**config.mk**
```make
export PLATFORM = sky130hd
export DESIGN_NAME = pipe_stall_ctrl
export DESIGN_NICKNAME = d
export VERILOG_FILES = /design/src/rtl/pipe_stall_ctrl.sv
export SDC_FILE = /design/constraint.sdc
export NUM_CORES = 1
export LEC_CHECK = 0
export BUFFER_PORTS_ARGS = -buffer_cell sky130_fd_sc_hd__buf_2
export CORE_MARGIN = 1.5
export CORE_UTILIZATION = 28
export CTS_BUF_LIST = sky130_fd_sc_hd__clkbuf_4 sky130_fd_sc_hd__clkbuf_8
export DETAILED_ROUTE_END_ITERATION = 12
export MAX_ROUTING_LAYER = met4
export SLEW_MARGIN = 15
export SYNTH_ARGS = -nofsm -noshare
export SYNTH_HDL_FRONTEND = slang
export SYNTH_SLANG_ARGS = --single-unit
```
**constraint.sdc**
```tcl
create_clock -name clk -period 3.4 [get_ports clk]
set_input_delay 0.68 -clock clk [delete_from_list [all_inputs] [get_ports clk]]
set_output_delay 0.68 -clock clk [all_outputs]
set_load 0.03 [all_outputs]
```
**src/rtl/pipe_stall_ctrl.sv**
```systemverilog
// pipe_stall_ctrl: per-stage write-enable / flush generator for an N-stage
// in-order pipeline. Handles memory freezes (whole-pipe or partial),
// redirects (including ones latched while frozen), load-use hazards,
// per-register valid tracking and saturating performance counters.
module pipe_stall_ctrl #(
   parameter int NUM_STAGES = 5,
   parameter int HAZ_STAGE  = 1,
   parameter int FREEZE_ALL = 1,
   parameter int CNT_W      = 32
) (
   input  logic                  clk,
   input  logic                  rst_n,
   input  logic [NUM_STAGES-1:0] mem_stall_i,
   input  logic [NUM_STAGES-1:0] redirect_i,
   input  logic                  hazard_i,
   input  logic                  clr_cnt_i,
   output logic [NUM_STAGES-1:0] write_o,
   output logic [NUM_STAGES-1:0] flush_o,
   output logic [NUM_STAGES-1:0] valid_o,
   output logic                  pending_o,
   output logic [CNT_W-1:0]      stall_cnt_o,
   output logic [CNT_W-1:0]      flush_cnt_o,
   output logic [CNT_W-1:0]      retire_cnt_o
);

   localparam int N  = NUM_STAGES;
   localparam int SW = $clog2(NUM_STAGES);

   logic             r_pending;
   logic [SW-1:0]    r_pend_stage;
   logic [N-1:1]     r_valid;
   logic [CNT_W-1:0] r_stall_cnt;
   logic [CNT_W-1:0] r_flush_cnt;
   logic [CNT_W-1:0] r_retire_cnt;

   logic             w_freeze;
   logic [SW-1:0]    w_s_idx;
   logic [SW-1:0]    w_new_idx;
   logic [SW-1:0]    w_r_idx;
   logic             w_redir_any;
   logic             w_block;
   logic             w_apply;
   logic             w_haz;
   logic             w_retire;
   logic [N-1:0]     w_valid_full;
   logic             w_unused_redir0;

   // Counter increment that sticks at all-ones instead of wrapping
   function automatic logic [CNT_W-1:0] sat_inc(input logic [CNT_W-1:0] v);
      return (&v) ? v : v + CNT_W'(1);
   endfunction

   // Redirect bit 0 would target the PC itself and has no meaning
   assign w_unused_redir0 = redirect_i[0];

   // Find the oldest (highest-index) stage waiting on memory
   always_comb begin
      w_freeze = 1'b0;
      w_s_idx  = '0;
      for (int i = 0; i < N; i++) begin
         if (mem_stall_i[i]) begin
            w_freeze = 1'b1;
            w_s_idx  = SW'(i);
         end
      end
   end

   // Find the oldest newly resolved redirect
   always_comb begin
      w_new_idx = '0;
      for (int i = 1; i < N; i++) begin
         if (redirect_i[i]) w_new_idx = SW'(i);
      end
   end

   // Effective redirect merges the new request with any latched one
   assign w_r_idx     = (r_pending && (r_pend_stage > w_new_idx)) ? r_pend_stage : w_new_idx;
   assign w_redir_any = (w_r_idx != '0);
   // A freeze blocks unless, in partial mode, the redirect is older than the stalled stage
   assign w_block     = w_freeze && ((FREEZE_ALL != 0) || (w_r_idx <= w_s_idx));
   assign w_apply     = !w_block && w_redir_any;
   // A redirect squashes the hazarding instruction, so the hazard only acts alone
   assign w_haz       = !w_block && !w_apply && hazard_i;

   // Per-stage write enables and bubble injection, in priority order
   always_comb begin
      write_o = '1;
      flush_o = '0;
      if (!rst_n) begin
         write_o = '0;
         flush_o = {{(N-1){1'b1}}, 1'b0};
      end else if (w_block) begin
         for (int k = 0; k < N; k++) begin
            write_o[k] = (FREEZE_ALL == 0) && (k > int'(w_s_idx));
            flush_o[k] = (FREEZE_ALL == 0) && (k == int'(w_s_idx) + 1);
         end
      end else if (w_apply) begin
         for (int k = 1; k < N; k++) flush_o[k] = (k <= int'(w_r_idx));
      end else if (w_haz) begin
         for (int k = 0; k < N; k++) begin
            write_o[k] = (k > HAZ_STAGE);
            flush_o[k] = (k == HAZ_STAGE + 1);
         end
      end
   end

   assign w_valid_full = {r_valid, 1'b1};
   assign valid_o      = w_valid_full;
   assign pending_o    = r_pending;
   assign w_retire     = valid_o[N-1] & write_o[N-1];
   assign stall_cnt_o  = r_stall_cnt;
   assign flush_cnt_o  = r_flush_cnt;
   assign retire_cnt_o = r_retire_cnt;

   // Latch redirects seen during a freeze; drop them once applied
   always_ff @(posedge clk or negedge rst_n) begin
      if (!rst_n) begin
         r_pending    <= 1'b0;
         r_pend_stage <= '0;
      end else if (w_block) begin
         r_pending    <= w_redir_any;
         r_pend_stage <= w_r_idx;
      end else if (w_apply) begin
         r_pending    <= 1'b0;
         r_pend_stage <= '0;
      end
   end

   // Valid bits follow the instruction flow; bubbles clear them
   always_ff @(posedge clk or negedge rst_n) begin
      if (!rst_n) begin
         r_valid <= '0;
      end else begin
         for (int k = 1; k < N; k++) begin
            if (flush_o[k])      r_valid[k] <= 1'b0;
            else if (write_o[k]) r_valid[k] <= w_valid_full[k-1];
         end
      end
   end

   // Saturating performance counters with synchronous clear
   always_ff @(posedge clk or negedge rst_n) begin
      if (!rst_n) begin
         r_stall_cnt  <= '0;
         r_flush_cnt  <= '0;
         r_retire_cnt <= '0;
      end else if (clr_cnt_i) begin
         r_stall_cnt  <= '0;
         r_flush_cnt  <= '0;
         r_retire_cnt <= '0;
      end else begin
         if (w_block || w_haz) r_stall_cnt  <= sat_inc(r_stall_cnt);
         if (w_apply)          r_flush_cnt  <= sat_inc(r_flush_cnt);
         if (w_retire)         r_retire_cnt <= sat_inc(r_retire_cnt);
      end
   end

endmodule

```
# Yosys cells after proc, flatten, opt, wreduce, memory -nomap -nowiden
# Index checks and enable logic that the tools add are counted.
# word_totals
regBits	104
input_bits	14
output_inout_bits	112
word_cells	83
# classes
addsub	3
magnitude_cmp	5
n_eq_ne	3
n_mux	40
bitwise	1
n_reduce_logical	22
# op_table
cell	count
32-bit 2-to-1 mux	9
32-bit by 1-bit adder with 32-bit output, second input constant	3
32-bit AND reduction	3
3-bit 2-to-1 mux	7
5-bit 2-to-1 mux	4
1-bit 2-to-1 mux	17
2-bit nonzero test	8
2-bit by 3-bit <= comparator with 1-bit output, first input constant	2
2-bit != test, second input constant	3
2-bit AND reduction	3
1-bit logical AND	4
2-bit 2-to-1 mux	2
4-bit 2-to-1 mux	1
3-bit greater-than comparator	1
1-bit by 3-bit <= comparator with 1-bit output, first input constant	1
3-bit <= comparator, first input constant	1
3-bit nonzero test	1
1-bit zero test	2
1-bit AND	1
1-bit logical OR	1

# Longest topological paths before layout
# Gate-level depths: netlist (run 1).
# depth
ltp_word	19
ltp_mapped	11
mapped_depth_nobuf	10

# Worst setup path after synthesis (run 1)
# Ideal clock, no wire load.
# synth_path
path_kind	input to output
start	input mem_stall_i[1]
end	output write_o[1]
arrival_time_ns	3.484
t_required_ns	2.720
slack_ns	-0.764
path_stages	7
path_buffers	3
path_cell_list	or4_1 > buf_2 > or2_1 > clkbuf_1 > nor2_1 > a21boi_0 > buf_4
# synth_via
elab_chain_len	13
# synth_lines
item	line_no	rtl
from (decl)	13	input logic [NUM_STAGES-1:0] mem_stall_i,
1-bit 2-to-1 mux * (4 in series)	61	if (mem_stall_i[i]) begin
1-bit zero test	81, 83	
1-bit logical AND	81	assign w_apply = !w_block && w_redir_any;
1-bit zero test	83	assign w_haz = !w_block && !w_apply && hazard_i;
1-bit logical AND (2 in series)	83	
2-bit 2-to-1 mux	99	end else if (w_haz) begin
2-bit 2-to-1 mux	97	end else if (w_apply) begin
5-bit 2-to-1 mux *	92	end else if (w_block) begin
5-bit 2-to-1 mux *	89	if (!rst_n) begin
to (decl)	17	output logic [NUM_STAGES-1:0] write_o,
# Mark *: on every way between the ends. The rest lies on a longest branch, timed or not.

# Final worst setup path (run 1)
# layout_path
start	input redirect_i[2]
end	output write_o[1]
# layout_via
elab_chain_len	15
# layout_lines
item	line_no	rtl
from (decl)	14	input logic [NUM_STAGES-1:0] redirect_i,
3-bit 2-to-1 mux * (3 in series)	72	if (redirect_i[i]) w_new_idx = SW'(i);
3-bit greater-than comparator	77	assign w_r_idx = (r_pending && (r_pend_stage > w_new_idx)) ? r_pend_stage : w_new_idx;
1-bit logical AND	77	
3-bit 2-to-1 mux *	77	
3-bit nonzero test *	78	assign w_redir_any = (w_r_idx != '0);
1-bit logical AND *	81	
1-bit zero test	83	
1-bit logical AND (2 in series)	83	
2-bit 2-to-1 mux	99	
2-bit 2-to-1 mux *	97	
5-bit 2-to-1 mux *	92	
5-bit 2-to-1 mux *	89	
# Marks and branches as above.

==> flow_metrics.env, run 1 <==
export IMPL_synthMostInstantiatedCell="dfrtp_1"
export IMPL_cts_sinks=104
export IMPL_ctsLongestPathBuffers=2
export IMPL_nNetsFinal=827
export IMPL_timing_final_crit_share=0.970
export IMPL_drt_antenna_violating_nets=0
export IMPL_sequential_cell_area_fraction_in_the_yosys_report=0.428
export IMPL_slew_headroom=0.347
export IMPL_synthTopCellsByCount="104 x dfrtp_1, 87 x nor2_1, 42 x a21oi_1, 40 x nand2_1, 38 x nand4_1"
export IMPL_synthDominantCellAreaShare=0.428
export IMPL_ys_warnings_count=0
export IMPL_ys_ff_latch=104
export IMPL_power_per_cell_area_nw_per_um2=373
export IMPL_antenna_diode_count=0
export IMPL_detail_route_wl_per_cell_um=15.6
export IMPL_timing_critical_path_from_type="input pin"
export IMPL_synth_top_cells_by_area="dfrtp_1 43%, nor2_1 5.4%, nand4_1 3.9%, a21oi_1 3.5%, mux2_2 3.2%"
export IMPL_std_cell_core_area_um2=21200
export IMPL_postSynth_topFlopCell="dfrtp_1"
export IMPL_synth_edff_count=0
export IMPL_routed_via_count=5744
export IMPL_finalClockSkew_ns=0.0130
export IMPL_regToRegSetupSlack_ns=0.72
export IMPL_synthArstFlopShare=1.00
export IMPL_setup_viol_count_final=0
export IMPL_dieHeight_um=150
export IMPL_syn_to_final_growth_pct=21.1
export IMPL_hpwlAfterDp_mm=12.0
export IMPL_cts_tree="built"
export IMPL_placementRows=53
export IMPL_hold_viol=0
export IMPL_multi_input_comb_area_um2=3320
export IMPL_die_area_um2=22600
export IMPL_leakagePower_nw=3.19
export IMPL_syn_cell_area_um2=6070
export IMPL_numPortBuffers=122
export IMPL_path_max_fanout=4
export IMPL_io_pins=126
export IMPL_cts_max_level=3
export IMPL_clock_fmax_mhz=303
export IMPL_outcome="completed"
export IMPL_setup_ws_post_layout_ns=0.102
export IMPL_final_layout_size_suffix_gt1_frac=0.245
export IMPL_post_route_min_period_ns=3.30
export IMPL_root_buffer="clkbuf_8"
export IMPL_yosysUniqueCellTypes=59
export IMPL_setup_worst_path_end_class="output pin"
export IMPL_first_global_vias=5421
export IMPL_vdd_ir_drop_max_v=0.000334
export IMPL_number_of_instances_in_the_synthesized_netlist=681
export IMPL_critical_path_slowest_cell="o31ai_1"
export IMPL_firstDrtPassIters=5
export IMPL_dp_cells=1071
export IMPL_numCtsBuffers=9
export IMPL_place_ws_ns=-0.0388
export IMPL_route_detailed_vias_per_inst=5.28
export IMPL_detailedRoute_firstIterationViolations=299
export IMPL_worstHoldPathType="in -> async"
export IMPL_drt_wl_total_mm=17.0
export IMPL_grt_max_degree=92
export IMPL_cells_traversed_along_the_worst_timing_path="buf_2, o21ai_0, ha_1, nor2b_4, o31ai_1, o21ai_0, a21boi_4, buf_2"
export IMPL_grt_pass1_wl_mm=27.9
export IMPL_dieWidth_um=150
export IMPL_finish_cell_count_without_fillers=1087
export IMPL_max_slew_violation_total_from_the_final_report=0
export IMPL_grt_overflow=0
export IMPL_worst_endpoint_arrival_ns=2.62
export IMPL_nFillCells=2193
export IMPL_drc=0
export IMPL_initial_core_util=0.287
export IMPL_clk_latency_ns=0.39
export IMPL_aggregate_global_route_resource_usage=0.160
export IMPL_synth_largest_area_cell="dfrtp_1"
export IMPL_setup_crit_path_kind="in -> out"
export IMPL_antenna_found_initial=0
export IMPL_synth_avg_cell_area_um2=8.92
export IMPL_gp_congestion=0.858
export IMPL_critical_path_required_ns=2.72
export IMPL_sequential_cell_area_um2=2600
export IMPL_syn_nets=701
export IMPL_worstMarginPinSlew_ns=0.980
export IMPL_hold_slack_ns=0.163
export IMPL_maximum_cell_stage_delay_along_the_critical_path_ns=0.35
export IMPL_report_power_total_mw=2.74
export IMPL_drv_max_cap_violation_count=0
export IMPL_clk_pin_slew_worst_paths_ns=0.10
[area by class of cell]
cell class | count | area share
repair buffers | 146 | 0.110
inverters | 14 | 0.00715
clock inverters | 6 | 0.0123
well taps | 275 | 0.0468
clock buffers | 10 | 0.0187
flip-flops and latches | 104 | 0.354
multi-input cells | 532 | 0.451
[state kept, by name (all words and copies together) (netlist names)]
| name | flops |
|---|---|
| flush_cnt_o | 32 |
| retire_cnt_o | 32 |
| stall_cnt_o | 32 |
| r_valid | 4 |
| r_pend_stage | 3 |
| pending_o | 1 |
[through the flow]
step,util,area [um^2],setup TNS [ns]
after detailed placement,0.335,7090,-0.0388
after global placement,0.335,7090,0
after CTS,0.346,7330,0
after global routing,0.348,7350,-0.0371
final,0.348,7350,0
after floorplan,-,6090,-0.0286
[report_power, final]
group / total, mW / switching [mW] / internal, mW
registers: 1.30 / 0.0425 / 1.26
clock network: 0.919 / 0.479 / 0.440
logic: 0.518 / 0.318 / 0.200
total: 2.74 / 0.840 / 1.90
[routing by layer]
layer  vias to the layer above  track usage  share of wire
li1                       2779            -              -
met1                      2796        0.218           0.48
met2                       161        0.239           0.45
met3                         8       0.0373          0.063
met4                         0       0.0407         0.0093
met5                         -            -              0
[what timing repair did]
item | CTS | global route
gates cloned | 0 | 0
setup endpoints to repair | 1 | 4
hold buffers | 0 | 0
pin swaps | 0 | 0
setup buffers | 0 | 0
gates resized for setup | 2 | 6
[cells in the final DEF, fill, tap and decap left out, types with 4 or more instances in the layout]
master,count
a21oi_1,42
and3_1,12
and4_1,9
buf_2,120
buf_4,25
clkbuf_8,10
dfrtp_1,104
ha_1,6
inv_1,14
mux2_2,17
mux2i_1,4
nand2_1,40
nand3_1,37
nand4_1,38
nor2_1,85
nor2b_1,19
nor3_1,19
nor4_1,17
o211ai_1,8
o21ai_0,30
o31ai_1,15
or3_1,23
or4_1,17
xnor2_1,15
xor2_1,20
[path summary, 6_finish.rpt]
kind / from / cells after the start / to
max in group asynchronous: rst_n / 3 / stall_cnt_o[19]
worst max register to register: flush_cnt_o[0] / 6 / flush_cnt_o[22]
worst min-delay path: rst_n / 1 / r_pend_stage[0]
worst min register to register: r_valid[3] / 2 / r_valid[3]
worst max-delay path: redirect_i[2] / 8 / write_o[1]
min in group clk: r_valid[3] / 2 / r_valid[3]
[worst max-delay path, delay by kind of cell]
kind | cells | cell delay (ns)
AOI/OAI and AO/OA | 4 | 1.12
and+or+nand+nor | 1 | 0.16
buffers and inverters | 2 | 0.32
adders and majority gates | 1 | 0.33
[cell families after synthesis]
family | synth area share
compound gates | 0.139
xor+xnor | 0.0505
fa+ha+maj | 0.0124
buf+inv | 0.0332
flops | 0.428
mux | 0.0381
other cells | 0.00124
simple gates | 0.297
(Power assumes the default switching activity.)
==> run 2, diff against run 1 <==
==> constraint.sdc (replaced) <==
create_clock -name clk -period 3.4 [get_ports clk]
set_input_delay 0.68 -clock clk [delete_from_list [all_inputs] [get_ports clk]]
set_output_delay 0.68 -clock clk [all_outputs]
set_load 0.01 [all_outputs]
==> flow_metrics.env, run 2 (synthesis results as in run 1) <==
export IMPL_ctsLongestPathBuffers=2
export IMPL_initial_core_util=0.287
export IMPL_final_layout_size_suffix_gt1_frac=0.243
export IMPL_cts_max_level=3
export IMPL_leakagePower_nw=3.17
export IMPL_final_common_cell="buf_2"
export IMPL_multi_input_comb_area_um2=3280
export IMPL_aggregate_global_route_resource_usage=0.154
export IMPL_rsz0062_at_grt="no"
export IMPL_outcome="completed"
export IMPL_io_pins=126
export IMPL_drt_antenna_violating_nets=0
export IMPL_first_global_vias=5110
export IMPL_design_area_final_um2=7290
export IMPL_worstMarginPinSlew_ns=1.02
export IMPL_finalClockSkew_ns=0.0197
export IMPL_timing_critical_path_from_type="input pin"
export IMPL_numPortBuffers=122
export IMPL_dieWidth_um=150
export IMPL_hpwlAfterDp_mm=11.9
export IMPL_dpl_instance_area_um2=7090
export IMPL_setup_worst_path_end_class="output pin"
export IMPL_timing_final_crit_share=0.948
export IMPL_route_detailed_vias_per_inst=5.22
export IMPL_setup_viol_count_final=0
export IMPL_antenna_found_initial=1
export IMPL_sequential_cell_area_um2=2600
export IMPL_maximum_cell_stage_delay_along_the_critical_path_ns=0.30
export IMPL_setup_crit_path_kind="in -> out"
export IMPL_power_frac_clock=0.305
export IMPL_clk_pin_slew_worst_paths_ns=0.12
export IMPL_critical_path_top_delay_family="compound AO/OA/AOI/OAI gates"
export IMPL_critical_path_slowest_cell="ha_1"
export IMPL_post_route_min_period_ns=3.22
export IMPL_cts_sinks=104
export IMPL_detailedRoute_firstIterationViolations=278
export IMPL_cts_resized=1
export IMPL_power_switching_share=0.319
export IMPL_setup_ws_post_layout_ns=0.178
export IMPL_vdd_ir_drop_max_v=0.000304
export IMPL_cts_tree="built"
export IMPL_nNetsFinal=829
export IMPL_rr_endpoint="stall_cnt_o[31]"
export IMPL_timing_critical_path_buf_inv=3
export IMPL_die_area_um2=22600
export IMPL_share_comb_of_total_power=0.181
export IMPL_power_net_switching_mw=0.809
export IMPL_worst_endpoint_arrival_ns=2.54
export IMPL_clk_latency_ns=0.40
export IMPL_routed_via_count=5693
export IMPL_path_max_fanout=4
export IMPL_clock_fmax_mhz=310
export IMPL_place_ws_ns=0.0163
export IMPL_worstHoldPathType="in -> async"
export IMPL_grt_max_degree=97
export IMPL_power_per_cell_area_nw_per_um2=348
export IMPL_cts_hold_buf=0
export IMPL_drt_wl_total_mm=16.6
export IMPL_dieHeight_um=150
export IMPL_power_frac_seq=0.514
export IMPL_worstReg2RegStart="r_pend_stage[1]"
export IMPL_detail_route_wl_per_cell_um=15.2
export IMPL_syn_to_final_growth_pct=20.0
export IMPL_max_slew_violation_total_from_the_final_report=0
export IMPL_critical_path_required_ns=2.72
export IMPL_placementRows=53
export IMPL_grt_pass1_wl_mm=27.1
export IMPL_std_cell_core_area_um2=21200
export IMPL_nFillCells=2180
export IMPL_dp_cells=1073
export IMPL_timing_reg2reg_worst_path_depth=8
export IMPL_numCtsBuffers=9
export IMPL_power_internal_mw=1.73
export IMPL_drv_max_cap_violation_count=0
export IMPL_grt_overflow=0
export IMPL_hold_viol=0
export IMPL_post_route_setup_tns_ns=0
export IMPL_root_buffer="clkbuf_8"
export IMPL_cells_traversed_along_the_worst_timing_path="buf_2, o21ai_1, ha_1, nor2b_2, o31ai_2, buf_4, o211ai_1, a22oi_1, o21ai_0, buf_2"
export IMPL_regToRegSetupSlack_ns=0.62
export IMPL_drc=0
export IMPL_post_cts_setup_buffer_count=0
export IMPL_cpMostUsedCell="buf_2"
export IMPL_gp_congestion=0.872
export IMPL_most_common_layout_cells="120 x buf_2, 104 x dfrtp_1, 86 x nor2_1, 42 x a21oi_1, 40 x nand2_1"
export IMPL_finish_cell_count_without_fillers=1090
export IMPL_slew_headroom=0.321
export IMPL_firstDrtPassIters=5
-- run 2: how the worst max path moves through the flow --
| stage | start | end | slack [ns] | depth (start not counted) |
|---|---|---|---|---|
| 3_3_place_gp | redirect_i[2] | flush_o[2] | 0.004 | 10 |
| 5_1_grt | redirect_i[2] | flush_o[2] | 0.02 | 11 |
| 3_5_place_dp | redirect_i[4] | write_o[0] | 0.02 | 10 |
| 2_1_floorplan | redirect_i[4] | write_o[1] | 0.07 | 10 |
| 4_1_cts | redirect_i[2] | flush_o[2] | 0.008 | 10 |
| 6_report | redirect_i[2] | flush_o[2] | 0.18 | 10 |
-- run 2: worst reg2reg max path: cells and delay by family, from the launching register on --
kind,cells,cell delay [ns]
AO/OA/AOI/OAI,3,0.70
adder cells (fa/ha/maj),1,0.35
buffers and inverters,1,0.18
flip-flops,1,0.45
multiplexers,1,0.37
AND/OR/NAND/NOR,2,0.61
-- run 2: cell type report --
type | instances | share of cell area
repair buffers | 148 | 0.113
clock buffers | 9 | 0.0170
inverters | 14 | 0.00721
diodes | 1 | 0.000343
well taps | 275 | 0.0472
flip-flops and latches | 104 | 0.357
multi-input cells | 532 | 0.450
clock inverters | 7 | 0.00841
-- run 2: metrics by stage --
stage	util	power (mW)	hold WS, ns
2_1_floorplan	-	1.60	0.384
3_3_place_gp	0.335	1.77	0.538
3_5_place_dp	0.335	1.77	0.547
4_1_cts	0.344	2.57	0.414
5_1_grt	0.345	2.70	0.455
6_report	0.345	2.54	0.416
-- run 2: power by group through the flow --
stage                     clock, mW  combinational, mW  sequential (mW)
final                         0.773              0.458             1.30
after global routing          0.874              0.515             1.31
after CTS                     0.824              0.445             1.30
after detailed placement          0              0.442             1.33
after global placement            0              0.440             1.33
after floorplan                   0              0.279             1.32
-- run 2: per-layer routing --
metal  part of all wire  routed length, um  track usage  up-vias
met2               0.43               7210        0.225      129
met1               0.49               8220        0.213     2766
li1                   -                  -            -     2778
met3              0.051                851       0.0300       20
met5                  0                  0            -        -
met4              0.020                331       0.0534        0
